### src/rtl/rescale_ctrl.sv
// rescale_ctrl: valid/ready wrapper and configuration sequencer around the
// fixed-latency, non-stallable rescale pipeline. In-flight words are tracked
// with a valid shift register; results land in a credit-protected FIFO so
// downstream back-pressure never loses data. A new shift/head configuration
// is applied only once the pipeline has drained.
module rescale_ctrl #(
  parameter int NUM_WIDTH   = 33,
  parameter int IMG_WIDTH   = 16,
  parameter int LATENCY     = 4,
  parameter int FIFO_DEPTH  = 8,
  parameter int FIFO_AWIDTH = $clog2(FIFO_DEPTH)
) (
  input  logic                 clk,
  input  logic                 rst_n,
  input  logic                 cfg_valid,
  output logic                 cfg_ready,
  input  logic [7:0]           cfg_shift,
  input  logic [7:0]           cfg_head,
  input  logic                 up_valid,
  output logic                 up_ready,
  input  logic [NUM_WIDTH-1:0] up_data,
  output logic [NUM_WIDTH-1:0] rs_data,
  output logic [7:0]           rs_shift,
  output logic [7:0]           rs_head,
  input  logic [IMG_WIDTH-1:0] rs_result,
  output logic                 dn_valid,
  input  logic                 dn_ready,
  output logic [IMG_WIDTH-1:0] dn_data,
  output logic                 busy
);

  // Wide enough to hold inflight + fifo_count (each bounded by FIFO_DEPTH).
  localparam int CNT_W = FIFO_AWIDTH + 2;

  localparam logic [1:0] ST_RUN    = 2'd0;
  localparam logic [1:0] ST_DRAIN  = 2'd1;
  localparam logic [1:0] ST_UPDATE = 2'd2;

  logic [1:0]             state;
  logic [1:0]             state_nxt;
  logic [LATENCY-1:0]     vpipe;
  logic [CNT_W-1:0]       inflight;
  logic [CNT_W-1:0]       fifo_count;
  logic [CNT_W-1:0]       credit_used;
  logic [FIFO_AWIDTH-1:0] wr_ptr;
  logic [FIFO_AWIDTH-1:0] rd_ptr;
  logic [IMG_WIDTH-1:0]   mem [FIFO_DEPTH];
  logic                   accept;
  logic                   fifo_wr;
  logic                   fifo_rd;

  assign rs_data = up_data;

  // Credits: every accepted word is guaranteed a FIFO slot when it emerges.
  assign credit_used = inflight + fifo_count;
  assign up_ready    = (state == ST_RUN) && !cfg_valid &&
                       (credit_used < CNT_W'(FIFO_DEPTH));
  assign accept      = up_valid && up_ready;

  assign fifo_wr   = vpipe[LATENCY-1];
  assign dn_valid  = (fifo_count != '0);
  assign fifo_rd   = dn_valid && dn_ready;
  assign dn_data   = dn_valid ? mem[rd_ptr] : '0;
  assign cfg_ready = (state == ST_UPDATE);
  assign busy      = (inflight != '0) || (fifo_count != '0);

  // Next-state logic for the configuration sequencer.
  always_comb begin
    state_nxt = state;
    case (state)
      ST_RUN:    if (cfg_valid) state_nxt = ST_DRAIN;
      ST_DRAIN:  if (inflight == '0) state_nxt = ST_UPDATE;
      ST_UPDATE: state_nxt = ST_RUN;
      default:   state_nxt = ST_RUN;
    endcase
  end

  // Sequencer state and the registered configuration driven into rescale.
  always_ff @(posedge clk or negedge rst_n) begin
    if (!rst_n) begin
      state    <= ST_RUN;
      rs_shift <= '0;
      rs_head  <= 8'(IMG_WIDTH - 1);
    end else begin
      state <= state_nxt;
      if (state == ST_UPDATE) begin
        rs_shift <= cfg_shift;
        rs_head  <= cfg_head;
      end
    end
  end

  // Valid shift register mirroring words travelling through rescale.
  always_ff @(posedge clk or negedge rst_n) begin
    if (!rst_n) begin
      vpipe    <= '0;
      inflight <= '0;
    end else begin
      vpipe <= {vpipe[LATENCY-2:0], accept};
      case ({accept, vpipe[LATENCY-1]})
        2'b10:   inflight <= inflight + 1'b1;
        2'b01:   inflight <= inflight - 1'b1;
        default: inflight <= inflight;
      endcase
    end
  end

  // FIFO pointers and occupancy; a read on empty is ignored.
  always_ff @(posedge clk or negedge rst_n) begin
    if (!rst_n) begin
      wr_ptr     <= '0;
      rd_ptr     <= '0;
      fifo_count <= '0;
    end else begin
      if (fifo_wr) wr_ptr <= wr_ptr + 1'b1;
      if (fifo_rd) rd_ptr <= rd_ptr + 1'b1;
      case ({fifo_wr, fifo_rd})
        2'b10:   fifo_count <= fifo_count + 1'b1;
        2'b01:   fifo_count <= fifo_count - 1'b1;
        default: fifo_count <= fifo_count;
      endcase
    end
  end

  // FIFO storage; contents are don't-care until written, so no reset.
  always_ff @(posedge clk) begin
    if (fifo_wr) mem[wr_ptr] <= rs_result;
  end

endmodule

### config.mk
export PLATFORM = sky130hd
export DESIGN_NAME = rescale_ctrl
export DESIGN_NICKNAME = d
export VERILOG_FILES = /design/src/rtl/rescale_ctrl.sv
export SDC_FILE = /design/constraint.sdc
export NUM_CORES = 1
export LEC_CHECK = 0
export BUFFER_PORTS_ARGS = -buffer_cell sky130_fd_sc_hd__buf_2
export CAP_MARGIN = 25
export CORE_ASPECT_RATIO = 0.6
export CORE_MARGIN = 2
export CORE_UTILIZATION = 46
export CTS_BUF_LIST = sky130_fd_sc_hd__clkbuf_8
export CTS_CLUSTER_SIZE = 24
export DETAILED_ROUTE_END_ITERATION = 6
export GPL_TIMING_DRIVEN = 0
export PLACE_DENSITY = 0.67
export SLEW_MARGIN = 0
export SYNTH_ARGS = -nofsm -noshare
export SYNTH_HDL_FRONTEND = slang
export SYNTH_SLANG_ARGS = --single-unit
export TNS_END_PERCENT = 5
### constraint.sdc
create_clock -name clk -period 2.6 [get_ports clk]
set_clock_uncertainty 0.05 [all_clocks]
set_input_delay 0.13 -clock clk [delete_from_list [all_inputs] [get_ports clk]]
set_output_delay 0.13 -clock clk [all_outputs]
set_load 0.005 [all_outputs]
==> impl_metrics.prom, run 1 <==
# TYPE chip_impl_metric gauge
chip_impl_metric{name="synth.cell_area",unit="mm²"} 0.00708
chip_impl_metric{name="syn-instance-count",unit=""} 426
chip_impl_metric{name="sequential_to_total_area_share_from_yosys_stat",unit="%"} 67.7
chip_impl_metric{name="clkTransAtPathRegs",unit="ns"} 0.09
chip_impl_info{name="cpLargestDelayFamily",value="simple AND/OR/NAND/NOR gates"} 1
chip_impl_metric{name="antenna_violations_before_repair",unit=""} 0
chip_impl_metric{name="wl_met3",unit="µm"} 1030
chip_impl_metric{name="placedCellCount",unit=""} 742
chip_impl_metric{name="yosys_warnings",unit=""} 0
chip_impl_metric{name="synth_simple_gate_area_share",unit="%"} 5.02
chip_impl_metric{name="synth_compound_gate_area_share",unit="%"} 3.30
chip_impl_metric{name="post_synth.cell_area_avg",unit="µm²"} 16.6
chip_impl_metric{name="worstPathArrival",unit="ns"} 2.99
chip_impl_metric{name="numPortBuffers",unit=""} 105
chip_impl_metric{name="length_of_routed_wiring_on_met1",unit="µm"} 6590
chip_impl_metric{name="largest_net_degree_at_the_start_of_global_routing",unit=""} 39
chip_impl_metric{name="worst_slack",unit="ns"} -0.112
chip_impl_metric{name="slowest_delay",unit="ns"} 0.53
chip_impl_metric{name="ant_nets",unit=""} 0
chip_impl_metric{name="setup_tns",unit="ns"} -0.112
chip_impl_metric{name="grt_pass1_vias",unit=""} 4188
chip_impl_metric{name="dr_total_vias",unit=""} 4250
chip_impl_metric{name="ys_seq_elements",unit=""} 166
chip_impl_info{name="setup.worst_path.start_class",value="flip-flop"} 1
chip_impl_info{name="top_layer",value="met4"} 1
chip_impl_metric{name="met2_length",unit="µm"} 7010
chip_impl_metric{name="num_antenna_cells",unit=""} 0
chip_impl_metric{name="hold_viol_final",unit=""} 0
chip_impl_info{name="tritoncts",value="done"} 1
chip_impl_metric{name="synth_nets",unit=""} 511
chip_impl_info{name="slowest_cell_on_crit_path",value="or4_4"} 1
chip_impl_metric{name="power.ir.vdd_worst",unit="µV"} 444
chip_impl_metric{name="power-per-cell-area",unit="mW/mm²"} 900
chip_impl_metric{name="tightest_slew",unit="ns"} 0.854
chip_impl_info{name="violations",value="setup timing"} 1
chip_impl_metric{name="drt-wirelength-per-cell",unit="µm"} 17.9
chip_impl_info{name="timing.critical_path.cells",value="ha_4 -> nand4_1 -> a211oi_2 -> a2bb2o_4 -> nand2_4 -> ha_4 -> ha_4 -> nand2b_4 -> or4_4 -> nand4_1 -> o311ai_1"} 1
chip_impl_metric{name="drt-initial-drc-count",unit=""} 319
chip_impl_metric{name="core_area",unit="mm²"} 0.0152
chip_impl_metric{name="worst_ep_required_time",unit="ns"} 2.88
chip_impl_metric{name="initial_utilization",unit="%"} 46.6
chip_impl_metric{name="max-cap-violations",unit=""} 0
chip_impl_metric{name="cp_max_fo",unit=""} 6
chip_impl_metric{name="drive_gt1_share",unit="%"} 46.8
chip_impl_metric{name="min_period_over_period",unit="%"} 104
chip_impl_metric{name="synth_top_area_share",unit="%"} 54.3
chip_impl_metric{name="die_height",unit="µm"} 100
chip_impl_metric{name="detailedRoute.firstPassIterationCount",unit=""} 4
chip_impl_metric{name="grt_pass1_wl",unit="µm"} 22300
chip_impl_metric{name="final.fill_count",unit=""} 1112
chip_impl_metric{name="finalWeightedCongestion",unit=""} 0.734
chip_impl_metric{name="global_route.overflow_total",unit=""} 0
chip_impl_info{name="synth.area.top_cells",value="edfxtp_1, dfrtp_1, mux4_2, buf_4, ha_1"} 1
chip_impl_metric{name="synth.lib_cells_used.distinct",unit=""} 41
chip_impl_info{name="combinational_family_with_the_most_area_after_synthesis",value="multiplexers"} 1
chip_impl_metric{name="synth_xor_area_share",unit="%"} 1.48
chip_impl_metric{name="timing.final.max_slew_violations",unit=""} 0
chip_impl_info{name="cpMostUsedCell",value="ha_4"} 1
chip_impl_metric{name="hold_ws",unit="ns"} 0.257
chip_impl_metric{name="cts_made_buffers",unit=""} 17
chip_impl_metric{name="final_min_period",unit="ns"} 2.71
chip_impl_metric{name="seq_area",unit="mm²"} 0.00480
chip_impl_info{name="worst-setup-path-type",value="flip-flop to flip-flop"} 1
chip_impl_metric{name="synth_adder_area_share",unit="%"} 2.86
chip_impl_metric{name="slew-limit-headroom",unit="%"} 43.0
chip_impl_metric{name="detailed_place_hpwl",unit="µm"} 9740
chip_impl_metric{name="clock-sinks",unit=""} 166
chip_impl_metric{name="peak_clock_frequency_supported_by_timing",unit="MHz"} 369
chip_impl_metric{name="synthToLayoutAreaGrowth",unit="%"} 27.9
chip_impl_metric{name="die_width",unit="µm"} 164
chip_impl_info{name="rsz_0062_raised_after_global_routing",value="yes"} 1
chip_impl_metric{name="area_of_the_multi_input_gates",unit="mm²"} 0.00203
chip_impl_metric{name="finish.cell_count_without_fillers",unit=""} 825
chip_impl_metric{name="clkLatencyLatePin",unit="ns"} 0.45
chip_impl_metric{name="critPathBufInv",unit=""} 0
chip_impl_info{name="dominant_synthesized_flop_cell",value="edfxtp_1"} 1
chip_impl_metric{name="largest_buffer_count_on_any_clock_path",unit=""} 2
chip_impl_metric{name="report.final.setup_viol",unit=""} 1
chip_impl_info{name="worstSetupEndpointType",value="flip-flop"} 1
chip_impl_metric{name="fp-row-count",unit=""} 35
chip_impl_info{name="cts.root.buffer_cell",value="clkbuf_8"} 1
chip_impl_metric{name="nets",unit=""} 695
chip_impl_metric{name="global_route.usage.total",unit="%"} 18.4
chip_impl_info{name="synth_largest_area_cell",value="edfxtp_1"} 1
chip_impl_metric{name="totalWireLength",unit="µm"} 14700
chip_impl_metric{name="synth_async_sr_flop_share",unit="%"} 22.9
chip_impl_info{name="outcome",value="finished, violations left"} 1
chip_impl_metric{name="cts_h_tree_lvls",unit=""} 4
chip_impl_info{name="min-delay-path-class",value="input port to async pin"} 1
chip_impl_metric{name="die_area",unit="mm²"} 0.0164
chip_impl_metric{name="static-leakage-power",unit="µW"} 0.00353
chip_impl_metric{name="synth_edf_count",unit=""} 128
chip_impl_metric{name="synth_mux_area_share",unit="%"} 13.2
chip_impl_metric{name="post_drt_via_cell_ratio",unit=""} 5.15
chip_impl_metric{name="pin_count",unit=""} 139
chip_impl_metric{name="detail_route.drc_violations",unit=""} 0
==> what timing repair did <==
action | in CTS | in global routing
hold endpoints to repair | 183 | 0
setup endpoints to repair | 3 | 3
setup buffers | 9 | 6
pin swaps | 3 | 9
gates resized for setup | 9 | 20
hold buffers | 36 | 0
==> layer usage <==
metal | GRT usage, % | up-vias
li1 | - | 1952
met1 | 26.0 | 2146
met2 | 28.9 | 141
met3 | 4.01 | 11
met4 | 5.74 | 0
met5 | 0 | -
==> synth_stat cells (all sizes together) (4+ instances only) <==
cell	n
nand2b	6
inv	26
mux4	32
clkbuf	5
xor2	5
buf	45
xnor2	7
mux2	18
nand3	19
edfxtp	128
nand2	11
nor3	5
o21ai	23
dfstp	4
dfrtp	34
nor2	9
ha	13
==> worst reg2reg max path: cells and delay by family (launching register included) <==
kind,cells,cell delay [ns]
fa+ha+maj,3,0.67
simple gates,5,0.91
compound gates,3,0.53
flops,1,0.43
==> registers in the layout, indices dropped and copies added (netlist names) <==
name	cells
inflight	5
rs_head	8
rs_shift	8
mem	128
rd_ptr	3
wr_ptr	3
fifo_count	5
vpipe	4
state	2
==> cell usage in the layout, fill, tap and decap left out, types with 3 or more instances in the layout <==
cell	Yosys	routed
ha_1	13	6
nor2_2	0	7
buf_4	35	49
dlygate4sd3_1	0	36
dfstp_2	4	4
dfrtp_1	34	31
xnor2_1	7	7
buf_2	5	110
inv_6	0	4
clkinvlp_4	0	4
nand3_1	19	19
nand2b_1	6	5
o21ai_1	16	17
mux2_1	6	6
buf_6	4	8
edfxtp_1	128	128
nor3_2	1	3
inv_8	0	3
ha_4	0	7
buf_8	0	7
nand2_1	11	9
nand4_1	3	3
clkbuf_8	0	17
xor2_1	5	5
mux4_2	32	32
or3_1	3	3
dfrtp_2	0	3
inv_1	26	24
o21ai_0	7	6
mux2_2	12	12
==> report_power, final <==
group	switching [µW]	total, µW	internal (µW)
registers	211	3350	3140
clock network	986	1770	780
logic	1460	3040	1570
total	2660	8160	5490
==> worst paths after layout <==
kind                                          from                   endpoint  slack (ns)  cells after the start
setup / recovery           inflight[2]$_DFFE_PN0P_    inflight[4]$_DFFE_PN0P_       -0.11                     11
min in group clk                vpipe[2]$_DFF_PN0_         vpipe[3]$_DFF_PN0_        0.29                      0
setup reg to reg           inflight[2]$_DFFE_PN0P_    inflight[4]$_DFFE_PN0P_       -0.11                     11
max in group asynchronous                    rst_n  fifo_count[0]$_DFFE_PN0P_        1.63                      2
hold / removal                               rst_n    inflight[4]$_DFFE_PN0P_        0.26                      2
hold reg to reg                 vpipe[2]$_DFF_PN0_         vpipe[3]$_DFF_PN0_        0.29                      0
==> area by class of cell <==
class	count	area share (%)
plain buffers	49	3.95
clock buffers	17	2.58
clock inverters	14	1.57
inverters	26	1.11
multi-input cells	184	22.4
flip-flops and latches	166	53.0
well taps	203	2.80
repair buffers	166	12.6
==> kinds of logic (layout without fill, tap and decap cells) <==
| group | after synthesis | after routing |
|---|---|---|
| adders and majority gates | 15 | 15 |
| buffers and inverters | 76 | 272 |
| xor gates and xnor gates | 12 | 12 |
| DFF | 166 | 166 |
| muxes | 51 | 51 |
| AOI/OAI and AO/OA | 39 | 39 |
| and+or+nand+nor | 67 | 67 |
==> through the flow <==
step	instance area, µm²	util (%)	worst slack (ns)	total power, µW
2_1_floorplan	7120	-	0.00970	5220
3_3_place_gp	7900	52.0	-0.772	6030
3_5_place_dp	8050	52.9	-0.192	6120
4_1_cts	8890	58.5	-0.0373	8060
5_1_grt	9060	59.6	-0.235	8650
6_report	9060	59.6	-0.112	8160
Note: power is estimated with default switching activity, not from simulation.
==> inputs of run 2 (changes only) <==
- CORE_UTILIZATION: 46 -> 40
- PLACE_DENSITY: 0.67 -> 0.59
==> impl_metrics.prom, run 2 (synthesized netlist as in run 1, its figures left out) <==
# TYPE chip_impl_metric gauge
chip_impl_metric{name="die_height",unit="µm"} 107
chip_impl_metric{name="finalWeightedCongestion",unit=""} 0.756
chip_impl_metric{name="total_power",unit="µW"} 8010
chip_impl_metric{name="clkTransAtPathRegs",unit="ns"} 0.09
chip_impl_metric{name="hold_viol_final",unit=""} 0
chip_impl_metric{name="grt_pass1_vias",unit=""} 4307
chip_impl_metric{name="ant_nets",unit=""} 0
chip_impl_info{name="tritoncts",value="done"} 1
chip_impl_metric{name="cts_h_tree_lvls",unit=""} 4
chip_impl_metric{name="tightest_slew",unit="ns"} 0.921
chip_impl_metric{name="final.fill_count",unit=""} 1447
chip_impl_metric{name="global_route.overflow_total",unit=""} 0
chip_impl_metric{name="hold_ws",unit="ns"} 0.288
chip_impl_metric{name="grt_pass1_wl",unit="µm"} 24000
chip_impl_info{name="min-delay-path-class",value="input port to async pin"} 1
chip_impl_metric{name="worst_slack",unit="ns"} -0.115
chip_impl_metric{name="cellInternalPower",unit="µW"} 5360
chip_impl_info{name="most-common-layout-cells",value="edfxtp_1, buf_2, buf_4"} 1
chip_impl_metric{name="max-cap-violations",unit=""} 0
chip_impl_info{name="register_name_with_the_most_flops",value="mem"} 1
chip_impl_metric{name="largest_register_ff_count",unit=""} 128
chip_impl_metric{name="power_switching",unit="µW"} 2650
chip_impl_metric{name="post_drt_via_cell_ratio",unit=""} 5.00
chip_impl_metric{name="die_area",unit="mm²"} 0.0188
chip_impl_metric{name="power-per-cell-area",unit="mW/mm²"} 889
chip_impl_metric{name="report.final.setup_viol",unit=""} 2
chip_impl_metric{name="cp_max_fo",unit=""} 5
chip_impl_metric{name="drt-wirelength-per-cell",unit="µm"} 18.2
chip_impl_metric{name="largest_net_degree_at_the_start_of_global_routing",unit=""} 39
chip_impl_metric{name="cts_made_buffers",unit=""} 17
chip_impl_info{name="critical_path.startpoint",value="fifo_count[1]$_DFFE_PN0P_"} 1
chip_impl_metric{name="dr_total_vias",unit=""} 4251
chip_impl_metric{name="core_area",unit="mm²"} 0.0172
chip_impl_metric{name="synthToLayoutAreaGrowth",unit="%"} 27.3
chip_impl_metric{name="largest_buffer_count_on_any_clock_path",unit=""} 2
chip_impl_metric{name="timing.reg2reg.worst_path_depth",unit=""} 11
chip_impl_info{name="outcome",value="finished, violations left"} 1
chip_impl_metric{name="clkLatencyLatePin",unit="ns"} 0.44
chip_impl_metric{name="final_min_period",unit="ns"} 2.72
chip_impl_info{name="rsz_0062_raised_after_global_routing",value="yes"} 1
chip_impl_metric{name="met2_length",unit="µm"} 7250
chip_impl_metric{name="timing.final.max_slew_violations",unit=""} 0
chip_impl_metric{name="global_route.usage.total",unit="%"} 17.4
chip_impl_metric{name="min_period_over_period",unit="%"} 104
chip_impl_metric{name="drt-initial-drc-count",unit=""} 345
chip_impl_metric{name="worst_ep_required_time",unit="ns"} 2.87
chip_impl_metric{name="power.ir.vdd_worst",unit="µV"} 370
chip_impl_metric{name="peak_clock_frequency_supported_by_timing",unit="MHz"} 368
chip_impl_metric{name="num_antenna_cells",unit=""} 0
chip_impl_info{name="worstSetupEndpointType",value="flip-flop"} 1
chip_impl_metric{name="die_width",unit="µm"} 176
chip_impl_metric{name="drive_gt1_share",unit="%"} 45.2
chip_impl_metric{name="fp-row-count",unit=""} 37
chip_impl_metric{name="static-leakage-power",unit="µW"} 0.00350
chip_impl_info{name="largest_registers",value="mem (128), rs_head (8), rs_shift (8)"} 1
chip_impl_metric{name="regToRegSetupSlack",unit="ns"} -0.12
chip_impl_info{name="worst-setup-path-type",value="flip-flop to flip-flop"} 1
chip_impl_metric{name="worstPathArrival",unit="ns"} 2.99
chip_impl_metric{name="detail_route.drc_violations",unit=""} 0
chip_impl_metric{name="clock-sinks",unit=""} 166
chip_impl_metric{name="detailedRoute.firstPassIterationCount",unit=""} 4
chip_impl_info{name="final_common_cell",value="edfxtp_1"} 1
chip_impl_metric{name="pin_count",unit=""} 139
chip_impl_metric{name="totalWireLength",unit="µm"} 15500
chip_impl_info{name="top_layer",value="met4"} 1
chip_impl_metric{name="nets",unit=""} 689
chip_impl_metric{name="wl_met3",unit="µm"} 981
chip_impl_metric{name="comb_power_share",unit="%"} 37.6
chip_impl_metric{name="length_of_routed_wiring_on_met1",unit="µm"} 7160
chip_impl_metric{name="detailed_place_hpwl",unit="µm"} 10500
chip_impl_metric{name="power.sequential.fraction",unit="%"} 41.6
chip_impl_metric{name="switching_share",unit="%"} 33.1
chip_impl_metric{name="antenna_violations_before_repair",unit=""} 0
chip_impl_info{name="cts.root.buffer_cell",value="clkbuf_8"} 1
chip_impl_metric{name="numPortBuffers",unit=""} 105
chip_impl_info{name="terminus_of_the_critical_flop_to_flop_path",value="inflight[4]$_DFFE_PN0P_"} 1
chip_impl_info{name="violations",value="setup timing"} 1
chip_impl_metric{name="power.clock.fraction",unit="%"} 20.8
chip_impl_metric{name="initial_utilization",unit="%"} 41.1
chip_impl_info{name="worstReg2RegStart",value="fifo_count[1]$_DFFE_PN0P_"} 1
chip_impl_metric{name="slew-limit-headroom",unit="%"} 38.3
chip_impl_info{name="setup.worst_path.start_class",value="flip-flop"} 1
## run 2: worst max-delay path: stages (launching register included)
cell and delay [ns]:
dfrtp_2 0.45, ha_4 0.27, nand4_1 0.16, a211oi_2 0.28, a2bb2o_4 0.16, nand2_2 0.06, ha_4 0.20, ha_4 0.23
nor2b_4 0.13, or4_4 0.41, nand4_1 0.10, o311ai_1 0.10
## run 2: how the worst max path moves through the flow
stage / to / slack (ns)
floorplan: inflight[4]$_DFFE_PN0P_ / 0.01
global placement: mem[0][11]$_DFFE_PP_ / -0.99
detailed placement: fifo_count[4]$_DFFE_PN0P_ / -0.23
CTS: inflight[4]$_DFFE_PN0P_ / -0.09
global route: inflight[4]$_DFFE_PN0P_ / -0.22
finish: inflight[4]$_DFFE_PN0P_ / -0.12
## run 2: repair_timing
item / in CTS / in global routing
pin swaps: 7 / 4
hold buffers: 36 / 0
endpoints found under the setup margin: 3 / 5
buffers inserted: 11 / 0
gates cloned: 0 / 0
resized for setup: 9 / 10
endpoints found under the hold margin: 182 / 0
## run 2: power by group through the flow
stage	Sequential, µW	Clock (µW)	Combinational [µW]
4_1_cts	3330	1710	2990
5_1_grt	3370	1830	3320
3_5_place_dp	3410	0	2780
3_3_place_gp	3400	0	2680
2_1_floorplan	3370	0	1840
6_report	3330	1670	3010
## run 2: metrics by stage
stage	cell area, µm²	util, %	std cells	setup WS (ns)	TNS, ns
detailed placement	8130	47.2	773	-0.231	-0.521
global route	9010	52.3	851	-0.217	-0.471
global placement	7940	46.1	765	-0.994	-30.61
floorplan	7120	-	426	0.00970	0
CTS	8970	52.1	852	-0.0908	-0.178
finish	9010	52.3	851	-0.115	-0.135
## run 2: final cells by class
| class | count | area [µm²] | area share (%) |
|---|---|---|---|
| clock buffers | 17 | 234 | 2.60 |
| inverters | 26 | 103 | 1.14 |
| clock inverters | 15 | 119 | 1.32 |
| multi-input cells | 184 | 1980 | 22.0 |
| repair buffers | 160 | 1130 | 12.5 |
| plain buffers | 49 | 353 | 3.91 |
| well taps | 234 | 293 | 3.25 |
| flip-flops and latches | 166 | 4800 | 53.3 |
## run 2: layer usage
| metal | global-route usage, % | up-vias |
|---|---|---|
| met4 | 4.01 | 0 |
| met5 | 0 | - |
| met1 | 24.4 | 2160 |
| li1 | - | 1947 |
| met2 | 27.1 | 135 |
| met3 | 4.89 | 9 |
